**config.mk**
```make
export PLATFORM = sky130hd
export DESIGN_NAME = spi_slave_frame_responder
export DESIGN_NICKNAME = d
export VERILOG_FILES = /design/src/rtl/spi_slave_frame_responder.sv
export SDC_FILE = /design/constraint.sdc
export NUM_CORES = 1
export LEC_CHECK = 0
export CORE_MARGIN = 2
export CORE_UTILIZATION = 44
export CTS_BUF_LIST = sky130_fd_sc_hd__clkbuf_4
export CTS_CLUSTER_SIZE = 16
export DETAILED_ROUTE_END_ITERATION = 12
export DONT_BUFFER_PORTS = 1
export GPL_ROUTABILITY_DRIVEN = 0
export SETUP_SLACK_MARGIN = 0.2
export SYNTH_ARGS = -nofsm -noshare
export SYNTH_HDL_FRONTEND = slang
export SYNTH_SLANG_ARGS = --single-unit
```
**constraint.sdc**
```tcl
create_clock -name sys_clk -period 3.7 [get_ports sys_clk]
set_input_delay 0.925 -clock sys_clk [delete_from_list [all_inputs] [get_ports sys_clk]]
set_output_delay 0.925 -clock sys_clk [all_outputs]
set_load 0.005 [all_outputs]
```
**src/rtl/spi_slave_frame_responder.sv**
```systemverilog
// SPI mode-0 responder: oversamples spi_clk/spi_cs_n/spi_mosi in sys_clk,
// deserialises {rd_addr, wr_addr, data} MSB first, fetches a read word
// mid-frame to shift out on spi_miso, and writes the captured fields at
// frame end.
// Optional: define SPI_SLV_FRAME_ERR_EN to add the frame_err output and
// overflow tracking (overlong frames then do not write).
module spi_slave_frame_responder #(
    parameter int SPI_RD_ADDR_WIDTH = 4,
    parameter int SPI_WR_ADDR_WIDTH = 4,
    parameter int SPI_DATA_WIDTH    = 32,
    parameter int SYNC_STAGES       = 2
) (
    input  logic                         sys_clk,
    input  logic                         reset_n,
    input  logic                         spi_clk,
    input  logic                         spi_cs_n,
    input  logic                         spi_mosi,
    output logic                         spi_miso,
    output logic                         rd_req,
    output logic [SPI_RD_ADDR_WIDTH-1:0] rd_addr,
    input  logic                         rd_valid,
    input  logic [SPI_DATA_WIDTH-1:0]    rd_data,
    output logic                         wr_en,
    output logic [SPI_WR_ADDR_WIDTH-1:0] wr_addr,
    output logic [SPI_DATA_WIDTH-1:0]    wr_data,
    output logic                         rd_miss
`ifdef SPI_SLV_FRAME_ERR_EN
    ,
    output logic                         frame_err
`endif
);

    localparam int FRAME_BITS = SPI_RD_ADDR_WIDTH + SPI_WR_ADDR_WIDTH + SPI_DATA_WIDTH;
    localparam int CW         = $clog2(FRAME_BITS + 1);
    localparam logic [CW-1:0] RD_LAST    = CW'(SPI_RD_ADDR_WIDTH - 1);
    localparam logic [CW-1:0] ADDR_LAST  = CW'(SPI_RD_ADDR_WIDTH + SPI_WR_ADDR_WIDTH - 1);
    localparam logic [CW-1:0] FRAME_LAST = CW'(FRAME_BITS - 1);
    localparam logic [CW-1:0] FRAME_END  = CW'(FRAME_BITS);

    typedef enum logic [1:0] {IDLE, ADDR, DATA, DONE} state_t;

    state_t                    state, state_nxt;
    logic [SYNC_STAGES-1:0]    clk_sync, cs_sync, mosi_sync;
    logic [CW-1:0]             cnt;
    logic [FRAME_BITS-1:0]     rx, rx_shift;
    logic [SPI_DATA_WIDTH-1:0] tx;
    logic                      tx_vld, tx_first, rd_win;
    logic                      clk_rise, clk_fall, cs_rise, cs_fall, mosi_bit;
    logic                      rd_fire, wr_fire, rd_accept;
`ifdef SPI_SLV_FRAME_ERR_EN
    logic                      ovf, ferr_fire;
`endif

    // Edges come from the two oldest synchronised samples; mosi is stable
    // for many sys_clk cycles around the rise so its oldest sample is used.
    assign clk_rise  =  clk_sync[SYNC_STAGES-2] & ~clk_sync[SYNC_STAGES-1];
    assign clk_fall  = ~clk_sync[SYNC_STAGES-2] &  clk_sync[SYNC_STAGES-1];
    assign cs_fall   = ~cs_sync[SYNC_STAGES-2]  &  cs_sync[SYNC_STAGES-1];
    assign cs_rise   =  cs_sync[SYNC_STAGES-2]  & ~cs_sync[SYNC_STAGES-1];
    assign mosi_bit  = mosi_sync[SYNC_STAGES-1];
    assign rx_shift  = {rx[FRAME_BITS-2:0], mosi_bit};
    // Read data is taken once per frame, only until the first data-phase fall.
    assign rd_accept = rd_win & rd_valid & ~tx_vld & ~((state == DATA) & clk_fall);

    // Input synchronisers; cs_n resets low so a chip select already held
    // low across reset is not mistaken for a fresh falling edge.
    always_ff @(posedge sys_clk) begin
        if (!reset_n) begin
            clk_sync  <= '0;
            cs_sync   <= '0;
            mosi_sync <= '0;
        end else begin
            clk_sync  <= {clk_sync[SYNC_STAGES-2:0], spi_clk};
            cs_sync   <= {cs_sync[SYNC_STAGES-2:0], spi_cs_n};
            mosi_sync <= {mosi_sync[SYNC_STAGES-2:0], spi_mosi};
        end
    end

    // Frame sequencing plus the read/write/error strobe decisions.
    always_comb begin
        state_nxt = state;
        rd_fire   = 1'b0;
        wr_fire   = 1'b0;
`ifdef SPI_SLV_FRAME_ERR_EN
        ferr_fire = 1'b0;
`endif
        case (state)
            IDLE: if (cs_fall) state_nxt = ADDR;
            ADDR: begin
                if (cs_rise) state_nxt = IDLE;
                else if (clk_rise) begin
                    if (cnt == RD_LAST)   rd_fire   = 1'b1;
                    if (cnt == ADDR_LAST) state_nxt = DATA;
                end
            end
            DATA: begin
                if (cs_rise) state_nxt = IDLE;
                else if (clk_rise && cnt == FRAME_LAST) state_nxt = DONE;
            end
            DONE: if (cs_rise) state_nxt = IDLE;
            default: state_nxt = IDLE;
        endcase
        if (cs_rise && state != IDLE) begin
`ifdef SPI_SLV_FRAME_ERR_EN
            wr_fire   = (cnt == FRAME_END) & ~ovf;
            ferr_fire = (cnt != FRAME_END) | ovf;
`else
            wr_fire   = (cnt == FRAME_END);
`endif
        end
    end

    // State register and datapath: shifting, read capture, miso drive, strobes.
    always_ff @(posedge sys_clk) begin
        if (!reset_n) begin
            state    <= IDLE;
            cnt      <= '0;
            rx       <= '0;
            tx       <= '0;
            tx_vld   <= 1'b0;
            tx_first <= 1'b0;
            rd_win   <= 1'b0;
            spi_miso <= 1'b0;
            rd_req   <= 1'b0;
            rd_addr  <= '0;
            wr_en    <= 1'b0;
            wr_addr  <= '0;
            wr_data  <= '0;
            rd_miss  <= 1'b0;
`ifdef SPI_SLV_FRAME_ERR_EN
            ovf       <= 1'b0;
            frame_err <= 1'b0;
`endif
        end else begin
            state   <= state_nxt;
            rd_req  <= rd_fire;
            wr_en   <= wr_fire;
            rd_miss <= 1'b0;
`ifdef SPI_SLV_FRAME_ERR_EN
            frame_err <= ferr_fire;
`endif
            if (rd_fire) begin
                rd_addr <= rx_shift[SPI_RD_ADDR_WIDTH-1:0];
                rd_win  <= 1'b1;
            end
            if (wr_fire) begin
                wr_addr <= rx[SPI_DATA_WIDTH +: SPI_WR_ADDR_WIDTH];
                wr_data <= rx[SPI_DATA_WIDTH-1:0];
            end
            if (rd_accept) begin
                tx     <= rd_data;
                tx_vld <= 1'b1;
            end
            case (state)
                IDLE: begin
                    if (cs_fall) begin
                        cnt      <= '0;
                        rx       <= '0;
                        tx       <= '0;
                        tx_vld   <= 1'b0;
                        tx_first <= 1'b1;
                        rd_win   <= 1'b0;
`ifdef SPI_SLV_FRAME_ERR_EN
                        ovf      <= 1'b0;
`endif
                    end
                end
                ADDR, DATA: begin
                    if (!cs_rise) begin
                        if (clk_rise) begin
                            rx  <= rx_shift;
                            cnt <= cnt + CW'(1);
                        end
                        if (state == DATA && clk_fall) begin
                            if (tx_first && !tx_vld) begin
                                // No read word in time: flag it and send zeros.
                                tx_first <= 1'b0;
                                rd_win   <= 1'b0;
                                rd_miss  <= 1'b1;
                                spi_miso <= 1'b0;
                                tx       <= '0;
                            end else begin
                                tx_first <= 1'b0;
                                rd_win   <= 1'b0;
                                spi_miso <= tx[SPI_DATA_WIDTH-1];
                                tx       <= tx << 1;
                            end
                        end
                    end
                end
                DONE: begin
`ifdef SPI_SLV_FRAME_ERR_EN
                    if (clk_rise && !cs_rise) ovf <= 1'b1;
`endif
                end
                default: ;
            endcase
            // End of frame (normal or aborted) drops any pending read.
            if (cs_rise && state != IDLE) begin
                spi_miso <= 1'b0;
                rd_win   <= 1'b0;
                tx_vld   <= 1'b0;
            end
        end
    end

endmodule

```
==> metrics <==
num ports=82; vias in the first global route=4200; Critical Path AT=2970 ps; endpoint class of the critical path=flop; initial antenna violation count=0; setup_tns=0 ps; PnR Total Power=2.90 mW; cell count after synthesis=646; ratio of final minimum period to clock period=67.1%; Yosys top cell area share=47.3%; largest net degree at the start of global routing=47; Final ANT Viol Nets=0; Via density=5.72; Starting Density=45.3%; Synth-to-Final Area Change=6.12%; Hold Vio Cnt, Final=0; # setup viols final=0; run status=complete, no violations; worst reg2reg path depth=7; worst min-delay path category=flop to flop; reg-to-reg setup timing slack=1220 ps; share of cells above drive strength 1=7.02%; Die Height=115 um; n_diodes=0; global-route wire length before repair=20.6 mm; Nets=659; post-synth cell types=41; Max-cap violations=0; commonest cells in the netlist=dfxtp_1, a21oi_1, nand2_1; syn nets=691; Max Fanout on Critical Path=17; per-cell routed wire length=16.2 um; Critical R2R Launch=state[0]; top post-synthesis cells by area=dfxtp_1, a21oi_1, nand2_1, o21ai_0, nand4_1; Clock Tree Root=clkbuf_4; clock buffers created by TritonCTS=17; min Tclk post-route=2480 ps; Place WS=1230 ps; synthesized area=0.00546 sq mm; RSZ-0062 raised after global routing=no; FF/Latch Area=0.00258 sq mm; WP data required=4180 ps; Hold-fix buffers, CTS=0; worst skew pair latency=560 ps; final core occ=48.0%; Max VDD drop=0.215 mV; # Post-CTS Setup Buffers=0; DIE AREA=0.0133 sq mm; Fill cells=1204; htree depth=4; Yosys warnings=0; pwr dens=501 mW/mm^2; Slew Viols, Final=0; Worst Skew=19.6 ps; P_leak=1.88 nW; Cell Area, Placed=0.00549 sq mm; Non-Filler Instances=795; Worst setup SP type=flop; sequential share of the synthesized area=47.3%; Setup CP Type=flop to flop; clock sink total=129; Mapped Avg Cell Area=8.45 sq um; Fmax=402 MHz; ys async rst share=0%; deepest clock path buffer count=2; most frequent cell after synthesis=dfxtp_1; DR vias=4547; DRC viols=0; Synth area leader=dfxtp_1; FP Rows=40; Hold Slack=428 ps; CP Capture Point=tx[12]; relative slew slack=37.1%; drt initial violations=353; core footprint=0.0121 sq mm; final worst setup slack=1220 ps; placed cells=763; Post-synth EDFFs=0; Die W=115 um; input/output buffers=0; All-Layer GR Usage=19.8%; Pre-Repair DR Iteration Count=5; Synth Flop Type=dfxtp_1; final wirelength=12.9 mm; multi-input logic area=0.00252 sq mm; crit path from=state[0]; dpl hpwl=7.95 mm; RR Endpoint=tx[12]; Least-Margin Pin Slew=943 ps; cts repair resizes=0; global route overflow=0; Post-Layout Inst Area=0.00579 sq mm; clock slew at reported path FFs=120 ps; CTS tree=yes; #FFs+latches synth=129
==> critical path, cell delays in order (launching register included) <==
cell	delay, ps
dfxtp_1	360
inv_1	90
ha_1	240
and3b_1	570
nand3_1	160
buf_4	230
nor3_4	560
o2bb2ai_1	190
==> where the power goes <==
part | total (mW) | internal [mW] | switching (mW)
combinational | 0.449 | 0.0879 | 0.361
sequential | 1.41 | 1.40 | 0.0115
clock | 1.04 | 0.529 | 0.514
==> sequential cells by signal, summed over array words and instances, names as in the netlist, 2 cells and up <==
| name | cells |
|---|---|
| rx | 36 |
| tx | 32 |
| wr_data | 32 |
| cnt | 6 |
| rd_addr | 4 |
| wr_addr | 4 |
| clk_sync | 2 |
| cs_sync | 2 |
| mosi_sync | 2 |
| state | 2 |
==> per-layer routing <==
layer	wire length [um]	track usage, %	vias to the layer above
met5	0	0	-
met4	217	8.27	0
met1	5780	25.3	2147
met3	961	7.06	22
li1	-	-	2231
met2	5890	30.3	147
==> worst min-delay path by stage <==
stage,start,to,slack (ps),depth (start not counted)
3_5_place_dp,mosi_sync[0],mosi_sync[1],420,1
5_1_grt,reset_n,tx[25],450,1
3_3_place_gp,mosi_sync[0],mosi_sync[1],420,1
4_1_cts,mosi_sync[0],mosi_sync[1],440,1
6_report,mosi_sync[0],mosi_sync[1],430,1
2_1_floorplan,mosi_sync[0],mosi_sync[1],410,1
==> cell usage in the layout (no fill, tap or decap), types with 2 or more instances in the layout <==
cell type and n:
a21o_1 4, clkinv_2 2, a22oi_1 14, bufinv_16 4
a211o_1 2, o21ai_0 55, nand3_1 18, o31ai_1 2
dfxtp_1 129, nand2_1 80, nor2_1 11, ha_1 7
o21a_1 15, nor2b_1 2, inv_1 23, nand3b_1 2
o211ai_1 2, nor4_1 3, a211oi_1 2, or4_1 4
clkinv_1 6, a21oi_1 94, mux2i_1 18, o2bb2ai_1 17
nand2b_1 5, buf_4 11, nor3_1 14, a221oi_1 2
and2_1 6, and3b_1 2, nand4_1 39, clkbuf_4 18
==> area by class of cell <==
class	instances	area share [%]
Inverter	24	1.55
Timing Repair Buffer	11	1.43
Sequential cell	129	44.6
Clock inverter	14	2.92
Multi-Input combinational cell	431	43.6
Clock buffer	18	2.33
Tap cell	168	3.63
==> cell families after synthesis <==
logic type	count (synthesis)	synth area share (%)
AO/OA/AOI/OAI	213	22.8
adder cells (fa/ha/maj)	7	1.60
multiplexers	18	3.30
flip-flops	129	47.3
AND/OR/NAND/NOR	193	18.2
buffers and inverters	86	6.78
Power figures use the tool's default switching activity.
